## config.mk

```make
export PLATFORM = sky130hd
export DESIGN_NAME = pipelined_barrel_shifter
export DESIGN_NICKNAME = d
export VERILOG_FILES = /design/src/rtl/barrel_pkg.sv /design/src/rtl/barrel_stage.sv /design/src/rtl/pipelined_barrel_shifter.sv
export SDC_FILE = /design/constraint.sdc
export NUM_CORES = 1
export LEC_CHECK = 0
export BUFFER_PORTS_ARGS = -buffer_cell sky130_fd_sc_hd__buf_4
export CELL_PAD_IN_SITES_DETAIL_PLACEMENT = 1
export CELL_PAD_IN_SITES_GLOBAL_PLACEMENT = 1
export CORE_UTILIZATION = 35
export DETAILED_ROUTE_END_ITERATION = 10
export GPL_TIMING_DRIVEN = 0
export PLACE_DENSITY_LB_ADDON = 0.1
export SYNTH_ARGS = -nofsm -noshare
export SYNTH_HDL_FRONTEND = slang
export SYNTH_HIERARCHICAL = 1
export SYNTH_SLANG_ARGS = --single-unit
```

## constraint.sdc

```tcl
create_clock -name clk -period 1.2 [get_ports clk]
set_clock_uncertainty 0.05 [all_clocks]
set_input_delay 0.24 -clock clk [delete_from_list [all_inputs] [get_ports clk]]
set_output_delay 0.24 -clock clk [all_outputs]
set_load 0.02 [all_outputs]
```

## src/rtl/barrel_pkg.sv

```systemverilog
// Shared types and the single-stage shift helper for the pipelined barrel shifter.
package barrel_pkg;

   typedef enum logic [1:0] {
      OP_ROR = 2'b00,
      OP_ROL = 2'b01,
      OP_SRL = 2'b10,
      OP_SRA = 2'b11
   } op_e;

   // Widest word any instance may carry (N up to 6).
   localparam int MaxWidth = 64;

   // One stage's shift of a w-bit word held in the low bits of data.
   // k is always a power of two no larger than w/2, so w-k never reaches zero.
   function automatic logic [MaxWidth-1:0] shift_step(input logic [MaxWidth-1:0] data,
                                                      input int unsigned       w,
                                                      input int unsigned       k,
                                                      input op_e               op);
      logic [MaxWidth-1:0] mask;
      logic [MaxWidth-1:0] d;
      logic [MaxWidth-1:0] msb_vec;
      logic [MaxWidth-1:0] fill;
      // (1 << 64) wraps to zero, so the subtraction yields all ones for w = 64.
      mask    = (64'd1 << w) - 64'd1;
      d       = data & mask;
      msb_vec = d >> (w - 1);
      // Top k bits of the word, replicated from the current MSB for SRA.
      fill    = msb_vec[0] ? (mask & ~(mask >> k)) : '0;
      case (op)
         OP_ROR:  return ((d >> k) | (d << (w - k))) & mask;
         OP_ROL:  return ((d << k) | (d >> (w - k))) & mask;
         OP_SRL:  return d >> k;
         default: return (d >> k) | fill;
      endcase
   endfunction

endpackage

```

## src/rtl/barrel_stage.sv

```systemverilog
// One pipeline stage: conditional shift by 2^I plus its load/hold register.
module barrel_stage
   import barrel_pkg::*;
#(
   parameter int Width = 8,
   parameter int N     = 3,
   parameter int TagW  = 4,
   parameter int I     = 0
) (
   input  logic             clk,
   input  logic             reset,
   input  logic             up_valid,
   input  logic [Width-1:0] up_data,
   input  logic [N-1:0]     up_amt,
   input  logic [1:0]       up_op,
   input  logic [TagW-1:0]  up_tag,
   input  logic             load,
   output logic             valid,
   output logic [Width-1:0] data,
   output logic [N-1:0]     amt,
   output logic [1:0]       op,
   output logic [TagW-1:0]  tag
);

   localparam int unsigned K = 1 << I;

   logic             valid_reg;
   logic [Width-1:0] data_reg;
   logic [N-1:0]     amt_reg;
   logic [1:0]       op_reg;
   logic [TagW-1:0]  tag_reg;
   logic [Width-1:0] data_next;

   // Apply this stage's power-of-two step only when its amount bit is set.
   always_comb begin
      data_next = up_data;
      if (up_amt[I]) begin
         data_next = Width'(shift_step(MaxWidth'(up_data), Width, K, op_e'(up_op)));
      end
   end

   // Load everything from upstream when downstream can make room, else hold.
   always_ff @(posedge clk or posedge reset) begin
      if (reset) begin
         valid_reg <= 1'b0;
         data_reg  <= '0;
         amt_reg   <= '0;
         op_reg    <= '0;
         tag_reg   <= '0;
      end else if (load) begin
         valid_reg <= up_valid;
         data_reg  <= data_next;
         amt_reg   <= up_amt;
         op_reg    <= up_op;
         tag_reg   <= up_tag;
      end
   end

   assign valid = valid_reg;
   assign data  = data_reg;
   assign amt   = amt_reg;
   assign op    = op_reg;
   assign tag   = tag_reg;

endmodule

```

## src/rtl/pipelined_barrel_shifter.sv

```systemverilog
// N-stage barrel shifter/rotator with valid/ready on both sides and a carried tag.
module pipelined_barrel_shifter
   import barrel_pkg::*;
#(
   parameter  int N     = 3,
   parameter  int TagW  = 4,
   localparam int Width = 1 << N
) (
   input  logic             clk,
   input  logic             reset,
   input  logic             in_valid,
   output logic             in_ready,
   input  logic [Width-1:0] in_a,
   input  logic [N-1:0]     in_amt,
   input  logic [1:0]       in_op,
   input  logic [TagW-1:0]  in_tag,
   output logic             out_valid,
   input  logic             out_ready,
   output logic [Width-1:0] out_y,
   output logic [TagW-1:0]  out_tag
);

   logic [N-1:0]     valid_chain;
   logic [Width-1:0] data_chain [N];
   logic [N-1:0]     amt_chain  [N];
   logic [1:0]       op_chain   [N];
   logic [TagW-1:0]  tag_chain  [N];
   logic [N:0]       rdy;

   // Ready ripples back from the consumer; an empty stage always accepts,
   // which lets bubbles collapse while the output is stalled.
   always_comb begin
      rdy    = '0;
      rdy[N] = out_ready;
      for (int i = N - 1; i >= 0; i--) begin
         rdy[i] = !valid_chain[i] || rdy[i+1];
      end
   end

   for (genvar gi = 0; gi < N; gi++) begin : g_stage
      logic             up_valid;
      logic [Width-1:0] up_data;
      logic [N-1:0]     up_amt;
      logic [1:0]       up_op;
      logic [TagW-1:0]  up_tag;

      if (gi == 0) begin : g_src_port
         assign up_valid = in_valid;
         assign up_data  = in_a;
         assign up_amt   = in_amt;
         assign up_op    = in_op;
         assign up_tag   = in_tag;
      end else begin : g_src_prev
         assign up_valid = valid_chain[gi-1];
         assign up_data  = data_chain[gi-1];
         assign up_amt   = amt_chain[gi-1];
         assign up_op    = op_chain[gi-1];
         assign up_tag   = tag_chain[gi-1];
      end

      barrel_stage #(
         .Width (Width),
         .N     (N),
         .TagW  (TagW),
         .I     (gi)
      ) u_stage (
         .clk      (clk),
         .reset    (reset),
         .up_valid (up_valid),
         .up_data  (up_data),
         .up_amt   (up_amt),
         .up_op    (up_op),
         .up_tag   (up_tag),
         .load     (rdy[gi]),
         .valid    (valid_chain[gi]),
         .data     (data_chain[gi]),
         .amt      (amt_chain[gi]),
         .op       (op_chain[gi]),
         .tag      (tag_chain[gi])
      );
   end

   // The last stage's amount and op have no further consumer.
   logic unused_tail;
   assign unused_tail = ^{amt_chain[N-1], op_chain[N-1]};

   assign in_ready  = rdy[0];
   assign out_valid = valid_chain[N-1];
   assign out_y     = data_chain[N-1];
   assign out_tag   = tag_chain[N-1];

endmodule

```

# Word-level counts from Yosys, hierarchy flattened
# Index checks and enable logic that the tools add are counted.
[word_totals]
latch_bits = 0
inputBits = 21
regBits = 49
romBits = 0
output_inout_bits = 14
ram_bits = 0
mem_count = 0
wordCells = 46
[classes]
reduce_logical = 10
n_mux = 9
n_eq_ne = 6
multipliers = 0
addsub = 0
bitwise_logic = 8
order_cmp = 0
n_div = 0
shifts = 0
[op_table]
columns = ["op", "count"]
rows = [
  ["$mux 8", 6],
  ["$pmux 8 s3", 2],
  ["$or 4x8->8", 2],
  ["$or 6x8->8", 2],
  ["$or 7x8->8", 2],
  ["$pmux 8 s2", 1],
  ["$or 8x1->8", 1],
  ["$or 8x2->8", 1],
  ["$eq 2x1->1 const B", 3],
  ["$eq 2x2->1 const B", 3],
  ["$logic_not 2->1", 3],
  ["$logic_not 1->1", 3],
  ["$logic_or 1x1->1", 3],
  ["$reduce_or 2->1", 1],
]

# Logic depth before layout (Yosys ltp)
[logic_depth]
ltp_word = 4
depth_mapped = 5
depth_no_buf = 4

# Modules after synthesis
# Netlist, hierarchy kept.
[by_module_without_submodules]
columns = ["module", "n_inst", "cells_per_inst", "area_each_um2", "seq_area_each_um2"]
rows = [
  ["barrel_stage at g_stage[1].u_stage", 1, 70, 838.3, 450.4],
  ["barrel_stage at g_stage[2].u_stage", 1, 65, 837.1, 450.4],
  ["barrel_stage at g_stage[0].u_stage", 1, 70, 835.8, 450.4],
  ["pipelined_barrel_shifter", 1, 3, 22.5, 0.0],
]

# Worst setup path before layout
# OpenSTA, ideal clock, no wires.
[synth_timing]
kind = "register to register"
from = "reg g_stage[2].u_stage.valid_reg"
to = "reg g_stage[0].u_stage.amt_reg[0]"
required_time_ns = 1.015
path_buffers = 1
stages_incl_launch_ff = 5
setup_slack_ns = -0.337
arrival_ns = 1.352
period_less_slack_ns = 1.537
setup_time_ns = 0.135
cell_sequence = "dfrtp_1 nand4b_1 buf_2 nand2_1 o21ai_0"
[synth_between]
elab_chain_cells = 4
[synth_lines]
columns = ["element", "line", "text"]
rows = [
  ["from (decl)", "barrel_stage.sv:27", "logic valid_reg;"],
  ["from (signal assigned)", "barrel_stage.sv:51", "valid_reg <= up_valid;"],
  ["$logic_not 1->1", "pipelined_barrel_shifter.sv:36", "rdy[i] = !valid_chain[i] || rdy[i+1];"],
  ["$logic_or 1x1->1 (3 in series)", "pipelined_barrel_shifter.sv:36", ""],
  ["named net in_ready", "pipelined_barrel_shifter.sv:12", "output logic in_ready,"],
  ["to (signal assigned)", "barrel_stage.sv:53", "amt_reg <= up_amt;"],
  ["to (decl)", "barrel_stage.sv:29", "logic [N-1:0] amt_reg;"],
]
# The timed path passes the listed nets, and every way through them passes these cells.
# A chain may end at the register's enable or synchronous reset.

# Worst setup path after layout
[layout_timing]
from = "reg g_stage[2].u_stage.valid_reg"
to = "reg g_stage[0].u_stage.data_reg[4]"
[layout_between]
elab_chain_cells = 4
[layout_lines]
columns = ["element", "line", "text"]
rows = [
  ["$logic_not 1->1", "pipelined_barrel_shifter.sv:36", ""],
  ["$logic_or 1x1->1 (3 in series)", "pipelined_barrel_shifter.sv:36", ""],
  ["to (signal assigned)", "barrel_stage.sv:52", "data_reg <= data_next;"],
  ["to (decl)", "barrel_stage.sv:28", "logic [Width-1:0] data_reg;"],
]
# No other way between the ends.

==> impl_metrics.csv <==
group,metric,value,unit
routing,drc,0,
floorplanning,dieHeight,82.2,um
floorplanning,die-area,6760,um^2
floorplanning,num_io_pins,35,
routing,vias,1644,
global_routing,grt_first_pass_wirelength,8930,um
worst_hold_path,hp-class,"primary input to flop",
sta,hold_slack,0.118,ns
floorplanning,coreArea,6060,um^2
setup_path,critical_path.cell_chain,"nand4b_1 -> buf_4 -> buf_6 -> nor2b_4 -> a21oi_1 -> o21ai_1",
cells_and_area,diodes,0,
floorplanning,start_util,37.1,%
clock_tree,clock_path_buffers,2,
routing,vias_per_cell,5.09,
sta,relSlewSlack,61.4,%
routing,wirelength,5440,um
clock_tree,numClockSinks,46,
worst_hold_path,holdCritStartpoint,"in_amt[2]",
clock_tree,cts.clk_slew.worst_paths,0.08,ns
setup_path,reg2reg_depth,6,
cells_and_area,drive_gt1_share,50.4,%
sta,period_needed,1.47,ns
place,dp_hpwl,4040,um
clock_tree,tritoncts,"done",
sta,min_period_over_period,123,%
flow_run,drv_cap,0,
clock_tree,root_buffer,"clkbuf_8",
cells_and_area,multi_input_area,1200,um^2
routing,first_pass_iters,4,
outcome,status,"finished, violations left",
synth,synthCells,189,
power_and_ir_drop,p_per_area,1560,nW/um^2
synth,synth.net_count,210,
place,gp_congestion,0.727,
setup_path,path_max_fanout,7,
setup_path,crit_required,1.37,ns
sta,hold_viol_final,0,
setup_path,r2r-end,"g_stage[0].u_stage/data[4]$_DFFE_PP0P_",
sta,timing.fmax,0.679,GHz
sta,rsz0062_at_grt,"true",
sta,setup_viol,48,
cells_and_area,nFillCells,630,
place,dpl.cell_count,298,
synth,syn_area_per_cell,11.9,um^2
global_routing,antenna_found_initial,0,
routing,drt_iter0_drc,43,
setup_path,cp_num_buf_inv,2,
setup_path,crit_arrival,1.64,ns
setup_path,cp_slowest_cell,"dfrtp_2",
synth,netlist_area,2250,um^2
global_routing,grt_pass1_vias,1749,
global_routing,grt_max_degree,18,
routing,wl_per_cell,16.8,um
cells_and_area,nets,268,
global_routing,gr-total-overflow,0,
floorplanning,die_w,82.2,um
sta,fin_ws,-0.272,ns
setup_path,criticalPathCategory,"flop to flop",
power_and_ir_drop,p_leak,1.40,nW
setup_path,critPathMaxStageDelay,0.44,ns
place,io_buffer_count,34,
power_and_ir_drop,vdd_ir_drop_max,673,uV
cells_and_area,seqCellArea,1150,um^2
outcome,violations,"setup timing",
worst_hold_path,whs_endpoint,"g_stage[0].u_stage/amt[2]$_DFFE_PP0P_",
cells_and_area,finalNonFillerCells,323,
floorplanning,rows,28,
setup_path,regToRegStartpoint,"g_stage[2].u_stage/valid$_DFFE_PP0P_",
setup_path,regToRegSetupSlack,-0.27,ns
sta,tightestPinTransition,0.578,ns
clock_tree,cts_buffers,5,
worst_hold_path,hold_depth,2,
sta,slew_viol_final,0,
cells_and_area,largest_register_ffs,24,
setup_path,cp-start-kind,"flop",
global_routing,grt_usage,18.0,%
clock_tree,clock_latency,0.30,ns
routing,ant_nets,0,
synth,ys_warn_count,6,
setup_path,cp_top_family,"simple AND/OR/NAND/NOR gates",
setup_path,endpoint_kind,"flop",
clock_tree,h-tree-depth,2,
cells_and_area,syn_to_final_growth,38.7,%
worst reg2reg max path, stage by stage (launching register included):
cell and delay, ns:
dfrtp_2 0.44, nand4b_1 0.18, buf_4 0.18, buf_6 0.09, nor2b_4 0.27, a21oi_1 0.10
o21ai_1 0.09
how the worst max path moves through the flow:
| stage | depth (start not counted) | slack, ns | from | to |
|---|---|---|---|---|
| floorplan | 3 | -0.25 | g_stage[2].u_stage/valid$_DFFE_PP0P_ | g_stage[0].u_stage/op[1]$_DFFE_PP0P_ |
| global placement | 4 | -0.22 | g_stage[2].u_stage/valid$_DFFE_PP0P_ | g_stage[0].u_stage/data[1]$_DFFE_PP0P_ |
| detailed placement | 4 | -0.27 | g_stage[2].u_stage/valid$_DFFE_PP0P_ | g_stage[0].u_stage/data[1]$_DFFE_PP0P_ |
| CTS | 4 | -0.24 | g_stage[2].u_stage/valid$_DFFE_PP0P_ | g_stage[0].u_stage/tag[1]$_DFFE_PP0P_ |
| global route | 7 | -0.32 | g_stage[1].u_stage/valid$_DFFE_PP0P_ | g_stage[1].u_stage/data[2]$_DFFE_PP0P_ |
| finish | 6 | -0.27 | g_stage[2].u_stage/valid$_DFFE_PP0P_ | g_stage[0].u_stage/data[4]$_DFFE_PP0P_ |
final cells by class:
type / count / share of cell area (%)
multi-input cells: 128 / 38.5
flip-flops and latches: 46 / 37.0
repair buffers: 53 / 14.4
well taps: 75 / 3.00
inverters: 5 / 0.721
plain buffers: 8 / 3.00
clock buffers: 7 / 2.44
clock inverters: 1 / 0.962
cells in the final DEF (no fill, tap or decap), types with 3 or more instances in the layout:
cell type	count
inv_1	4
a21oi_1	6
nor2b_1	9
clkbuf_8	5
buf_6	11
a21oi_2	11
a221oi_2	3
buf_4	44
dfrtp_1	43
mux2_2	8
o21ai_1	14
dfrtp_2	3
nor2b_4	7
nor2_1	13
mux2_4	15
mux2i_1	18
nand2b_1	3
metal layers:
layer  up-vias  part of all wire, %  track usage (%)
met2        28                   51             31.7
met5         -                    0                0
met3         7                  2.4             3.96
met4         0                  1.8             5.79
met1       822                   45             21.7
li1        787                    -                -
power by group:
part / total [W] / internal, W / leakage, nW / switching, W
combinational: 0.00161 / 0.000880 / 0.809 / 0.000730
sequential: 0.00212 / 0.00184 / 0.541 / 0.000273
clock: 0.00114 / 0.000624 / 0.0524 / 0.000513
what timing repair did:
action,in CTS,in global routing
hold buffers,1,0
setup endpoints to repair,41,65
hold endpoints to repair,29,0
buffers inserted,8,8
resized for setup,20,29
pin swaps,12,4
gates cloned,0,2
stage by stage:
stage	total power, W	cell area (um^2)	TNS, ns	utilization, %	worst slack [ns]
finish	0.00486	3120	-9.08	51.5	-0.272
global route	0.00514	3120	-11.54	51.5	-0.323
CTS	0.00475	2940	-6.00	48.5	-0.241
detailed placement	0.00345	2670	-4.52	44.0	-0.266
global placement	0.00340	2670	-3.74	44.0	-0.218
floorplan	0.00295	2320	-4.43	-	-0.253
Note: power is estimated with default switching activity, not from simulation.
